**src/rtl/pipe_skid_pkg.sv**
```systemverilog
// rtl/pipe_skid_pkg.sv - state encoding and decode helpers for the pipe_skid register slice
package pipe_skid_pkg;

  // Bit 0 is out_valid, bit 1 is !in_ready, so both handshakes decode from single flops.
  typedef enum logic [1:0] {
    EMPTY = 2'b00,
    ONE   = 2'b01,
    FULL  = 2'b11
  } state_t;

  function automatic logic st_in_ready(input state_t s);
    return ~s[1];
  endfunction

  function automatic logic st_out_valid(input state_t s);
    return s[0];
  endfunction

endpackage

```
**src/rtl/dff.sv**
```systemverilog
// rtl/dff.sv - plain unreset data register used for the main and skid entries
module dff #(
  parameter int W = 32
) (
  input  logic         clk,
  input  logic [W-1:0] d_i,
  output logic [W-1:0] q_o
);

  always_ff @(posedge clk) begin
    q_o <= d_i;
  end

endmodule

```
**src/rtl/pipe_skid.sv**
```systemverilog
// rtl/pipe_skid.sv - two-entry skid register slice, valid/ready on both sides
// Optional same-cycle pass-through from EMPTY when PIPE_SKID_BYPASS_EN is defined.
module pipe_skid
  import pipe_skid_pkg::*;
#(
  parameter int W = 32
) (
  input  logic         clk,
  input  logic         arst_n,
  input  logic         in_valid,
  input  logic [W-1:0] in_data,
  output logic         in_ready,
  output logic         out_valid,
  output logic [W-1:0] out_data,
  input  logic         out_ready
);

  state_t         state_q, state_d;
  logic [W-1:0]   main_q, main_d;
  logic [W-1:0]   skid_q, skid_d;

  always_ff @(posedge clk or negedge arst_n) begin
    if (!arst_n) begin
      state_q <= EMPTY;
    end else begin
      state_q <= state_d;
    end
  end

  // Enables are folded into d: each entry recirculates unless this cycle loads it.
  dff #(.W(W)) u_main (.clk(clk), .d_i(main_d), .q_o(main_q));
  dff #(.W(W)) u_skid (.clk(clk), .d_i(skid_d), .q_o(skid_q));

  always_comb begin
    state_d = state_q;
    main_d  = main_q;
    skid_d  = skid_q;
    case (state_q)
      EMPTY: begin
        if (in_valid) begin
`ifdef PIPE_SKID_BYPASS_EN
          if (!out_ready) begin
            state_d = ONE;
            main_d  = in_data;
          end
`else
          state_d = ONE;
          main_d  = in_data;
`endif
        end
      end
      ONE: begin
        if (in_valid && out_ready) begin
          main_d = in_data;
        end else if (in_valid) begin
          state_d = FULL;
          skid_d  = in_data;
        end else if (out_ready) begin
          state_d = EMPTY;
        end
      end
      FULL: begin
        if (out_ready) begin
          state_d = ONE;
          main_d  = skid_q;
        end
      end
      default: state_d = EMPTY;
    endcase
  end

  assign in_ready = st_in_ready(state_q);

`ifdef PIPE_SKID_BYPASS_EN
  logic bypass;
  assign bypass    = (state_q == EMPTY) && in_valid && out_ready;
  assign out_valid = st_out_valid(state_q) | bypass;
  assign out_data  = bypass ? in_data : main_q;
`else
  assign out_valid = st_out_valid(state_q);
  assign out_data  = main_q;
`endif

endmodule

```
**config.mk**
```make
export PLATFORM = sky130hd
export DESIGN_NAME = pipe_skid
export DESIGN_NICKNAME = d
export VERILOG_FILES = /design/src/rtl/pipe_skid_pkg.sv /design/src/rtl/dff.sv /design/src/rtl/pipe_skid.sv
export SDC_FILE = /design/constraint.sdc
export NUM_CORES = 1
export LEC_CHECK = 0
export ABC_AREA = 1
export BUFFER_PORTS_ARGS = -buffer_cell sky130_fd_sc_hd__clkbuf_2
export CORE_UTILIZATION = 35
export DETAILED_ROUTE_END_ITERATION = 16
export PLACE_DENSITY = 0.53
export REMOVE_ABC_BUFFERS = 1
export SLEW_MARGIN = 20
export SYNTH_ARGS = -nofsm -noshare
export SYNTH_HDL_FRONTEND = slang
export SYNTH_SLANG_ARGS = --single-unit
```
**constraint.sdc**
```tcl
create_clock -name clk -period 3.85 [get_ports clk]
set_clock_uncertainty 0.05 [all_clocks]
set_input_delay 0.77 -clock clk [delete_from_list [all_inputs] [get_ports clk]]
set_output_delay 0.77 -clock clk [all_outputs]
set_load 0.03 [all_outputs]
```
**Word level (Yosys, flattened, before mapping)**

Cells that the tools add are included.

- Bits in registers: 66
- Word-level logic and storage cells: 28
- Output and inout port bits: 34

- Multiplexer cells: 10
- Reductions and logical operators: 6
- Bitwise operators: 2
- Eq/ne operators: 7

Operators by type and width:

| kind | count |
|---|---|
| $mux 32 | 3 |
| $pmux 32 s3 | 1 |
| $mux 2 | 5 |
| $ne 2x2->1 const B | 4 |
| $reduce_and 4->1 | 2 |
| $pmux 2 s3 | 1 |
| $ne 3x3->1 const B | 1 |
| $reduce_and 3->1 | 1 |
| $reduce_bool 3->1 | 1 |
| $eq 2x1->1 const B | 1 |
| $eq 2x2->1 const B | 1 |
| $logic_not 2->1 | 1 |
| $not 1->1 | 2 |
| $logic_and 1x1->1 | 1 |

**Depth between registers and ports, before layout**

Gate-level depths: netlist of the first run.

- Depth after elaboration: 4
- Depth in mapped cells: 7
- Mapped depth without buffers: 7

**Hierarchy**

A second synthesis of the first run with hierarchy kept.

- Cells, all modules: 469
- Area total of the unflattened synthesis: 3064.2 um^2

By module, submodules not included:

| module | instances | sequential area each (um^2) | cells an instance | area each (um^2) |
|---|---|---|---|---|
| pipe_skid | 1 | 50.0 | 405 | 1783.0 |
| dff | 2 | 640.6 | 32 | 640.6 |

**Worst setup path before layout of the first run**

No wires, ideal clock.

- Path type: flip-flop to flip-flop
- From: register state_q[0]
- To: register u_main.q_o[0] (enable)
- Library setup time: 432 ps
- Buffers on the path: 0
- Path slack: 524 ps
- Stages on the path, launching flop included: 5
- Arrival time: 2844 ps
- Clock period less this slack: 3326 ps
- Cell sequence: dfrtp_1 > inv_1 > ha_1 > or2_2 > a21oi_1

- Word-level cells in the longest chain between the ends: 3

RTL lines:

| what | line | source |
|---|---|---|
| from (decl) | pipe_skid.sv:18 | `state_t state_q, state_d;` |
| from (signal assigned) | pipe_skid.sv:26 | `state_q <= state_d;` |
| $eq 2x1->1, or another cell as far along | pipe_skid.sv:38 | `case (state_q)` |
| $ne 2x2->1 (no line) / $reduce_bool 3->1 (equally long branches) | -- |  |
| $reduce_and 4->1 (no line) (*) | -- |  |
| to (signal assigned) | dff.sv:11 | `q_o <= d_i;` |
| to (decl) | dff.sv:7 | `output logic [W-1:0] q_o` |

Every way passes the cells marked *; elsewhere a longest branch is shown, timed or not.
A chain may end at the register's enable or synchronous reset.

**Worst setup path after layout of the first run**

- From: register state_q[0]
- To: register u_main.q_o[28] (enable)

Same word-level chain as after synthesis.

==> results of run 1 <==
[through the flow]
step | worst slack, ns | std cells
6_report | 1.44 | 313
2_1_floorplan | 0.112 | 129
4_1_cts | 1.39 | 313
5_1_grt | 1.25 | 313
3_5_place_dp | 1.39 | 298
3_3_place_gp | 1.41 | 298
[power by group through the flow]
stage / clock [mW] / combinational (mW) / sequential (mW)
after floorplan: 0 / 0.376 / 1.49
after global placement: 0 / 0.954 / 1.17
after detailed placement: 0 / 0.953 / 1.17
after CTS: 0.542 / 0.958 / 1.16
after global routing: 0.567 / 1.01 / 1.17
final: 0.521 / 0.942 / 1.15
[cells in the final DEF (no fill, tap or decap)]
cell,instances
mux2_4,30
clkinv_1,3
o21bai_1,2
nand3_1,3
dfrtp_1,2
nor2_4,1
or2_2,1
buf_4,1
edfxtp_1,64
nand2_1,9
clkbuf_2,69
mux2_2,2
clkinv_2,1
a21oi_4,1
clkbuf_1,1
ha_2,1
nor2_1,4
bufinv_16,1
ha_1,4
a21oi_1,1
clkbuf_8,9
inv_1,4
[path summary, 6_finish.rpt]
check | startpoint | to | slack [ns] | depth (start not counted)
min in group clk | u_skid.q_o[31] | u_main.q_o[31] | 0.50 | 1
worst min register to register | u_skid.q_o[31] | u_main.q_o[31] | 0.50 | 1
worst max-delay path | state_q[0] | u_main.q_o[28] | 1.44 | 4
max in group asynchronous | arst_n | state_q[1] | 3.49 | 1
worst max register to register | state_q[0] | u_main.q_o[28] | 1.44 | 4
worst min-delay path | arst_n | state_q[0] | 0.17 | 1
[area by class of cell]
class                   count  area [um2]
fillers                   669        4040
flip-flops and latches     66        1970
multi-input cells          59         656
repair buffers             70         353
clock buffers              10         128
well taps                  99         124
clock inverters             5        46.3
inverters                   4        15.0
[sequential cells by signal, summed over array words and instances (netlist names)]
signal,cells
u_skid.q_o,32
state_q,2
u_main.q_o,32
[routing by layer]
layer	up-vias	share of wire, %	routed length, um
met5	-	0	0
met2	48	45	1880
li1	658	-	-
met3	12	6.7	275
met1	622	45	1870
met4	0	2.5	105
[worst max-delay path: stages, from the launching register on]
cell and delay, ns:
dfrtp_1 0.42, inv_1 0.10, ha_1 0.31, or2_2 0.31, a21oi_4 0.82
[cell families after synthesis]
| logic type | count (synthesis) | share of synthesized area (%) |
|---|---|---|
| flip-flops | 66 | 73.2 |
| buffers and inverters | 8 | 3.21 |
| AO/OA/AOI/OAI | 4 | 0.929 |
| AND/OR/NAND/NOR | 18 | 2.74 |
| multiplexers | 32 | 17.6 |
| adder cells (fa/ha/maj) | 5 | 2.32 |
==> flow_results.org, run 1 <==
** Logic synthesis
- Of all flip-flops after synthesis, the portion carrying an async set or reset was 3.03%.
- Counting flops with a built-in enable in the synthesized netlist gives 64.
- Dominant synthesized flop cell :: edfxtp_1
- Sequential share of the synthesized area :: 73.2%
- The commonest cells after synthesis are edfxtp_1, mux2_4, nand2_1.
- Post-synth top area share :: 71.4%
- For this run, the number of Yosys warnings is 0.
- Summed instance area of the synthesized netlist :: 2690 um2
- Summed over all instances, the cell type with the most area after synthesis is edfxtp_1.
- Synthesis produced a netlist whose cell count is 133.
- Yosys mapped the design onto 14 distinct sky130hd cell types.
- Mean post-synth cell area :: 20.2 um2
- Most used standard cell by instance count after synthesis :: edfxtp_1
- Flip-flop and latch count after synthesis :: 66
- By area the synthesized netlist is led by edfxtp_1, mux2_4, ha_1.

** Cells and area
- End-of-flow core utilization :: 44.9%
- Post-Layout Inst Area :: 3290 um2
- Antenna diode count :: 0
- The area growth from synthesis to layout is 22.3%.
- Layout cell share with drive strength beyond 1 :: 54.7%
- After the last flow step, the layout net total stands at 251.

** Power
- Per report_power, the combinational group accounts for 36.1% of the total.
- Total leakage power :: 1.33 nW
- The internal portion of the total power is 1.67 mW.
- Of the total power, the clock network draws 19.9%.
- In this run the power density over the cells is 793 nW/um2.
- Switching pwr :: 944 uW
- Net switching is 36.2% of the power.
- Sequential power share :: 44.0%
- Design Power :: 2.61 mW
- VDD IR max :: 0.000424 V

** Clock tree
- Buffers added to address setup during post-CTS repair amount to 0.
- The clock reaches the later pin of the worst-skew pair after 0.32 ns.
- In this run the clock root is driven by a clkbuf_8.
- Post-cts sizing count :: 0
- Max Root-Sink Buffers :: 2
- The H-tree was split into 3 levels.
- Clock tree synthesis inserted a total of 9 buffers.
- TritonCTS built the clock tree.
- After clock tree synthesis, the clock-pin slew on the worst setup and hold paths is 0.06 ns.
- Sinks on the clock net :: 66
- Post-CTS Hold Fix Bufs :: 0

** Critical path
- Data on the critical path arrives at its endpoint at 2.30 ns.
- The worst setup path is launched from a flip-flop.
- Data on the critical path is required at its endpoint by 3.74 ns.
- Along the worst path, the maximum fanout reaches 32.
- The worst setup path is captured at a flip-flop.
- The setup path with the least slack is of type reg -> reg.

** Routing
- The routed design has 4130 um of wire.
- In the final routed layout, each cell accounts on average for 13.2 um.
- The first TritonRoute pass finished after 4 iterations.
- Number of nets with antenna violations after detailed routing :: 0
- Initial drt markers :: 45
- Vias after detailed routing :: 1340
- Dividing the detail-routed via count by the number of cells gives 4.28.
- Remaining design rule violation count :: 0

** Floorplan
- The floorplan step defined a core boundary enclosing 7330 um2.
- Die X :: 89.7 um
- Top-level port count :: 70
- The die covers 8050 um2.
- Initial Utilization :: 36.7%
- Measured along the y axis, the die boundary spans 89.7 um.
- The floorplan has 31 rows.

** GRT
- Grt met2 use :: 16.1%
- Initial antenna violation count :: 0
- Total congestion overflow :: 0
- Vias in the first global route :: 1329
- Met1 Use GR :: 13.7%
- In this run the most used layer during global routing was met2.
- Global routing consumed, on the met3 layer, 4.40% of the routing resources.
- Entering global routing, the biggest net connects 33 pins.
- Global router's overall resource usage :: 11.0%
- The first global-routing pass estimated 6600 um of wire.

** STA
- The worst path in the final design needs a cycle of 2.41 ns, including I/O delays and setup.
- Worst Max-Slew Pin Slew :: 1.04 ns
- Worst hold slack after final layout :: 0.166 ns
- Setup violation total in the final timing report :: 0
- For the final routed database, the setup TNS stands at 0 ns.
- In the finished design, the share of the clock period the worst path needs comes to 62.6%.
- The final-report hold violation count came to 0.
- Setup repair after global routing left no endpoint under its margin.
- The max-slew violation count is 0.
- Max Freq :: 0.415 GHz
- Worst max-slew margin expressed relative to the limit :: 30.5%

** Place
- Routability-driven placement finished with a final weighted congestion of 0.748.
- Cell Area, Placed :: 3120 um2
- Final HPWL from detailed placement :: 2700 um
- Port buffering added 69 buffers.

** Job
- Max-cap check violation count :: 0

** Status
- Run status :: finished, final reports clean

** Worst hold path
- Class of the tightest hold or removal check :: in -> async
(Power assumes the default switching activity.)
==> inputs of run 2 (changes only) <==
--- a/config.mk
+++ b/config.mk
@@ -9,7 +9,7 @@
 export BUFFER_PORTS_ARGS = -buffer_cell sky130_fd_sc_hd__clkbuf_2
 export CORE_UTILIZATION = 35
 export DETAILED_ROUTE_END_ITERATION = 16
-export PLACE_DENSITY = 0.53
+export PLACE_DENSITY = 0.55
 export REMOVE_ABC_BUFFERS = 1
 export SLEW_MARGIN = 20
 export SYNTH_ARGS = -nofsm -noshare
==> constraint.sdc (replaced) <==
create_clock -name clk -period 2.2 [get_ports clk]
set_clock_uncertainty 0.05 [all_clocks]
set_input_delay 0.44 -clock clk [delete_from_list [all_inputs] [get_ports clk]]
set_output_delay 0.44 -clock clk [all_outputs]
set_load 0.03 [all_outputs]
==> run 2 against run 1 <==
Clock-buffer cell count is 1 lower. Critical path depth is 1 higher. Utilization is 0.99 points higher. Largest cell class unchanged. Highest routed layer unchanged.
==> flow_results.org, run 2 (same netlist as run 1, synthesis figures left out) <==
** Power
- Power Dens Cells :: 1400 nW/um2 (+76%)
- Net Sw Frac :: 36.1% (-0.054 points)
- Power share of the clock group :: 20.0% (about the same)
- The part of the power in combinational logic came to 37.6% (+1.5 points).
- The worst IR drop on VDD came to 0.000816 V (+93%).
- The sequential fraction of design power came to 42.4% (-1.6 points).
- Design internal power :: 3.00 mW (+80%)
- The switching power was 1.70 mW (+80%).
- The leakage power came to 1.36 nW (+2.2%).

** Clock tree
- CTS tree :: done
- H-tree lvl count :: 3 (unchanged)
- The clock latency at the later pin of the worst-skew pair was 0.33 ns (about the same).
- The register clock-pin slew on the reported worst setup and hold paths came to 0.07 ns (about the same).
- The number of CTS-inserted buffers is 9 (unchanged).
- Clock root buffer :: clkbuf_8
- Post-cts sizing count :: 0 (unchanged)
- Sinks on the clock net :: 66 (unchanged)
- The clock tree buffer depth was 2 (unchanged).

** Worst hold path
- Number of cells on the worst hold path :: 1
- Worst hold start :: in_data[24]
- Hold endpoint :: u_skid.q_o[24]
- Class of the tightest hold or removal check :: in -> reg

** STA
- The final setup violation count is 0 (unchanged).
- The ratio of final minimum period to clock period came to 85.3% (+23 points).
- The slew of the pin with the lowest slew margin was 0.370 ns (-0.670 ns).
- Worst max-slew margin expressed relative to the limit :: 75.3% (+45 points)
- Max-slew violations :: 0 (unchanged)
- The hold slack was 0.243 ns (+0.0773 ns).
- The top achievable clock speed was 0.533 GHz (+28%).
- Post-route minimum period :: 1.88 ns (-0.533 ns)
- Setup Total Neg Slack :: 0 ns (unchanged)
- Final hold violation count :: 0 (unchanged)
- RSZ-0062 raised after global routing :: no

** Routing
- The number of nets with antenna violations after detailed routing was 0 (unchanged).
- The detailed-route DRC error count is 0 (unchanged).
- Average routed wire per standard cell :: 13.2 um (+0.13%)
- The post-detailed-route via-to-cell ratio is 4.25 (-0.82%).
- Detailed Route WL :: 4190 um (+1.4%)
- Router iterations before antenna repair :: 4 (unchanged)
- The initial detailed-routing violation count was 34 (-24%).
- Vias after detailed routing :: 1346 (+0.45%)

** Place
- The count of buffers inserted at the top-level ports came to 69 (unchanged).
- The final weighted congestion of routability-driven global placement is 0.768 (+2.6%).
- Final HPWL from detailed placement :: 2810 um (+4.1%)

** GRT
- The first-pass GRT wire length is 6760 um (+2.3%).
- Vias in the first global route :: 1347 (+1.4%)
- The global-route congestion overflow total is 0 (unchanged).
- Initial antenna violation count :: 0 (unchanged)
- The pin count of the biggest net entering global routing is 33 (unchanged).
- Global router's overall resource usage :: 11.2% (+0.19 points)

** Critical path
- Worst Reg2Reg Path Length in Cells :: 5 (+1)
- The arrival time of the worst setup path was 1.86 ns (-0.44 ns).
- The worst setup path is captured at a flip-flop.
- The critical path is of the reg -> reg type.
- Reg-to-reg critical path endpoint :: u_main.q_o[19]
- The startpoint identified for the worst register-to-register timing path is state_q[0].
- The largest fanout of any net on the critical path is 32 (unchanged).
- Nature of the critical path startpoint :: flip-flop
- Data required, critical path :: 2.18 ns (-1.56 ns)
- Setup slack, reg-to-reg :: 0.32 ns (-1.12 ns)

** Status
- Run status :: finished, final reports clean

** Floorplan
- The placeable core area is 7330 um2 (unchanged).
- The vertical die dimension was 89.7 um (unchanged).
- The count of boundary I/O pins came to 70 (unchanged).
- Die X :: 89.7 um (unchanged)
- The starting density of the core is 36.7% (unchanged).
- Overall die area :: 8050 um2 (unchanged)
- Std cell rows :: 31 (unchanged)

** Job
- Max-cap check violation count :: 0 (unchanged)

** Cells and area
- Compared with the post-synthesis result, the final layout area differs by 25.0%.
- Final #Nets :: 254 (+1.2%)
- The count of inserted antenna diode cells is 0 (unchanged).
- The largest registers in the layout are u_main.q_o (32), u_skid.q_o (32), state_q (2).
- The library cell used most frequently in the layout, excluding fill and tap cells, is clkbuf_2.
- The top cell types in the final layout, fill and taps aside, are clkbuf_2, edfxtp_1, mux2_4.
- Layout cell share with drive strength beyond 1 :: 56.0% (+1.3 points)
## run 2: cell count changes in the layout (fill, tap and decap cells not counted)
cell and delta:
buf_12 +3, clkinv_2 +2, clkinvlp_4 +1, buf_4 -1
clkbuf_1 -1, clkinv_1 -1, dlygate4sd3_1 +1
## run 2: worst max-delay path by stage
stage                from        endpoint  slack [ns]  depth (start not counted)
6_report       state_q[0]  u_main.q_o[19]        0.32                          5
5_1_grt        state_q[0]   u_main.q_o[1]        0.24                          5
4_1_cts        state_q[0]   u_main.q_o[1]        0.31                          5
3_5_place_dp   state_q[0]   u_main.q_o[9]        0.32                          5
3_3_place_gp   state_q[0]   u_main.q_o[9]        0.37                          5
2_1_floorplan  state_q[0]   u_main.q_o[0]       -1.54                          4
## run 2: area by class of cell
cell class	count	area, um2
clock buffers	9	124
clock inverters	7	60.1
fillers	658	3970
inverters	4	15.0
multi-input cells	59	656
flip-flops and latches	66	1970
well taps	99	124
repair buffers	73	415
## run 2: what timing repair did
item | 4_1_cts | 5_1_grt
hold buffers | 1 | 0
endpoints found under the setup margin | 0 | 0
buffers inserted | 0 | 0
hold endpoints to repair | 2 | 0
## run 2: critical path: stages, from the launching register on
cell     delay [ns]
dfrtp_1        0.43
inv_1          0.10
ha_1           0.31
or2_2          0.30
a21oi_4        0.15
buf_12         0.23
## run 2: per-layer routing
| metal | wire length (um) | global-route usage [%] |
|---|---|---|
| met2 | 1840 | 16.0 |
| met3 | 244 | 3.72 |
| met4 | 93 | 7.38 |
| met1 | 2000 | 14.4 |
| met5 | 0 | 0 |
## run 2: metrics by stage
stage                     instances  total power [mW]  area [um2]  util [%]  worst slack [ns]
after floorplan                 129              3.26        2620         -             -1.54
after global placement          300              3.81        3170      43.3             0.370
after detailed placement        300              3.82        3170      43.3             0.321
after CTS                       317              4.78        3370      45.9             0.312
after global routing            317              4.94        3370      45.9             0.245
final                           317              4.70        3370      45.9             0.323
## run 2: power groups by stage
stage | sequential (mW) | combinational, mW | clock [mW]
6_report | 1.99 | 1.76 | 0.941
3_5_place_dp | 2.03 | 1.79 | 0
5_1_grt | 2.03 | 1.89 | 1.03
4_1_cts | 2.00 | 1.80 | 0.984
3_3_place_gp | 2.02 | 1.79 | 0
2_1_floorplan | 2.61 | 0.658 | 0
==> inputs of run 3 (changes only) <==
--- a/config.mk
+++ b/config.mk
@@ -7,11 +7,13 @@
 export LEC_CHECK = 0
 export ABC_AREA = 1
 export BUFFER_PORTS_ARGS = -buffer_cell sky130_fd_sc_hd__clkbuf_2
-export CORE_UTILIZATION = 35
+export CELL_PAD_IN_SITES_DETAIL_PLACEMENT = 1
+export CELL_PAD_IN_SITES_GLOBAL_PLACEMENT = 1
+export CORE_UTILIZATION = 39
 export DETAILED_ROUTE_END_ITERATION = 16
-export PLACE_DENSITY = 0.55
+export PLACE_DENSITY = 0.7
 export REMOVE_ABC_BUFFERS = 1
-export SLEW_MARGIN = 20
+export SLEW_MARGIN = 0
 export SYNTH_ARGS = -nofsm -noshare
 export SYNTH_HDL_FRONTEND = slang
 export SYNTH_SLANG_ARGS = --single-unit
==> run 3 against run 2 <==
Clock-buffer cell count up 2. Largest power group unchanged. Largest cell class unchanged. Sequential share of layout area up 0.31 points. Register-to-register slack worse by 0.03 ns. Worst hold slack better by 0.0074 ns. Critical endpoint is now u_main.q_o[1].
==> flow_results.org, run 3 (same netlist as run 1, synthesis figures left out) <==
** Critical path
- Critical setup path kind :: reg -> reg
- STA classifies the critical path endpoint as a flip-flop.
- The slowest stage of the critical path belongs to the cell dfrtp_1.
- Broken down by cell family, the worst path's largest delay share belongs to flip-flops.
- Setup crit start :: state_q[0]
- The signal on the critical path passes through inv_1 > ha_1 > or2_2 > a21oi_4 > buf_12.
- Worst-path fanout max :: 32 (unchanged)
- The required time of the worst setup path came to 2.17 ns (about the same).
- The worst register-to-register path begins at state_q[0].
- Sum of buffers and inverters on the critical path :: 2 (unchanged)
- The worst setup path is launched from a flip-flop.
- WP data arrival :: 1.88 ns (+0.02 ns)
- Largest stage delay, worst path :: 0.42 ns (about the same)

** Power
- The power density over cell area was 1440 nW/um2 (+2.9%).
- The leakage power came to 1.37 nW (+0.51%).
- VDD IR max :: 0.000742 V (-9.0%)
- Design Power :: 4.81 mW (+2.4%)

** STA
- The final-report hold violation count was 0 (unchanged).
- The least setup slack across all paths after layout came to 0.293 ns (-0.0305 ns).
- Max Freq :: 0.524 GHz (-1.6%)
- The clock period minus final worst setup slack is 1.91 ns (+0.0305 ns).
- The slew of the pin with the lowest slew margin was 0.278 ns (-0.0920 ns).
- Setup violation total in the final timing report :: 0 (unchanged)
- Worst max-slew margin expressed relative to the limit :: 81.5% (+6.1 points)
- The ratio of final minimum period to clock period came to 86.7% (+1.4 points).
- The max-slew violation count came to 0 (unchanged).
- Setup repair after global routing left no endpoint under its margin.

** Floorplan
- The overall die width was 85.1 um (-5.1%).
- Initial Utilization :: 41.5% (+4.7 points)
- Overall die area :: 7240 um2 (-10%)
- The vertical die dimension was 85.1 um (-5.1%).
- Top-level port count :: 70 (unchanged)
- Standard cell core area :: 6490 um2 (-11%)
- Std cell rows :: 29 (-6.5%)

** Routing
- Average routed wire per standard cell :: 15.1 um (+14%)
- The detailed-route DRC error count came to 0 (unchanged).
- The via count of the routed design came to 1384 (+2.8%).
- Router iterations before antenna repair :: 4 (unchanged)
- The initial detailed-routing violation count was 52 (+53%).
- Via count normalized by instance count :: 4.69 (+10%)
- Detailed Route WL :: 4460 um (+6.4%)
- Number of nets with antenna violations after detailed routing :: 0 (unchanged)

** Cells and area
- Largest regs :: u_main.q_o (32), u_skid.q_o (32), state_q (2)
- The library cell used most frequently in the layout, excluding fill and tap cells, is clkbuf_2.
- The final standard cell area without fillers came to 3350 um2 (-0.52%).
- The number of nets in the layout was 255 (+0.39%).
- The top cell types in the final layout, fill and taps aside, are clkbuf_2, edfxtp_1, mux2_4.
- Area Overhead vs Synth :: 24.3%
- Antenna diode count :: 0 (unchanged)
- The share of cells above drive strength 1 is 55.0% (-0.92 points).

** Place
- The pre-CTS setup slack came to 0.270 ns (-0.0503 ns).
- IO Port Bufs :: 69 (unchanged)
- The final weighted congestion of routability-driven global placement was 0.796 (+3.7%).
- Final HPWL from detailed placement :: 3170 um (+13%)
- Cell Area, Placed :: 3140 um2 (-1.0%)

** Clock tree
- The register clock-pin slew on the reported worst setup and hold paths is 0.06 ns (about the same).
- The number of hold buffers added after CTS came to 1 (unchanged).
- TritonCTS built the clock tree.
- Max Root-Sink Buffers :: 2 (unchanged)
- The number of CTS-inserted buffers came to 9 (unchanged).
- Number of setup buffers added after CTS :: 0 (unchanged)
- H-tree lvl count :: 3 (unchanged)
- The count of clock tree sinks is 66 (unchanged).
- Post-cts sizing count :: 0 (unchanged)
- The clock latency at the later pin of the worst-skew pair was 0.32 ns (about the same).
- Clock root buffer :: clkbuf_8

** GRT
- The pin count of the biggest net entering global routing came to 33 (unchanged).
- Initial antenna violation count :: 0 (unchanged)
- First-pass GRT wire length :: 7240 um (+7.2%)
- The combined global-route utilization of all metal layers came to 13.6% (+2.4 points).
- The via count of the first global-routing pass came to 1464 (+8.7%).
- Total congestion overflow :: 0 (unchanged)

** Status
- The flow ran to the end, and the final reports show no timing, DRC or antenna violations.

** Worst hold path
- The path class of the tightest hold or removal check is in -> reg.
- Worst hold start :: in_data[12]

** Job
- The number of max-capacitance violations reported came to 0 (unchanged).
## run 3: worst paths after layout
check                                  to  slack [ns]  cells after the start
min reg2reg                 u_main.q_o[5]        0.50                      1
min                        u_skid.q_o[12]        0.25                      1
max                         u_main.q_o[1]        0.29                      5
max reg2reg                 u_main.q_o[1]        0.29                      5
max in group asynchronous      state_q[0]        1.63                      2
min in group asynchronous      state_q[1]        0.38                      2
## run 3: through the flow
stage / instances / setup TNS [ns] / utilization, % / hold slack [ns]
final: 295 / 0 / 51.6 / 0.251
after global routing: 295 / 0 / 51.6 / 0.232
after CTS: 295 / 0 / 51.6 / 0.235
after detailed placement: 279 / 0 / 48.3 / 0.176
after global placement: 279 / 0 / 48.3 / 0.177
after floorplan: 129 / -78.30 / - / 0.0944
## run 3: worst reg2reg max path: stages (launching register included)
cell and delay (ns):
dfrtp_1 0.42, inv_1 0.11, ha_1 0.32, or2_2 0.31, a21oi_4 0.15, buf_12 0.22
## run 3: final cells by class
cell class / instances / area, um2
multi-input cells: 59 / 656
fillers: 636 / 3150
well taps: 77 / 96.3
clock inverters: 4 / 67.6
inverters: 4 / 15.0
flip-flops and latches: 66 / 1970
repair buffers: 74 / 410
clock buffers: 11 / 131
## run 3: routing by layer
| metal | up-vias | global-route usage (%) | part of all wire, % |
|---|---|---|---|
| met5 | - | 0 | 0 |
| met1 | 669 | 17.0 | 46 |
| met3 | 5 | 6.42 | 6.1 |
| met4 | 0 | 4.16 | 1.0 |
| met2 | 49 | 20.9 | 47 |
| li1 | 661 | - | - |
## run 3: where the power goes
group	switching [mW]	leakage (nW)	internal (mW)
Sequential	0.105	0.620	1.89
Clock	0.408	0.0985	0.625
Combinational	1.18	0.652	0.595
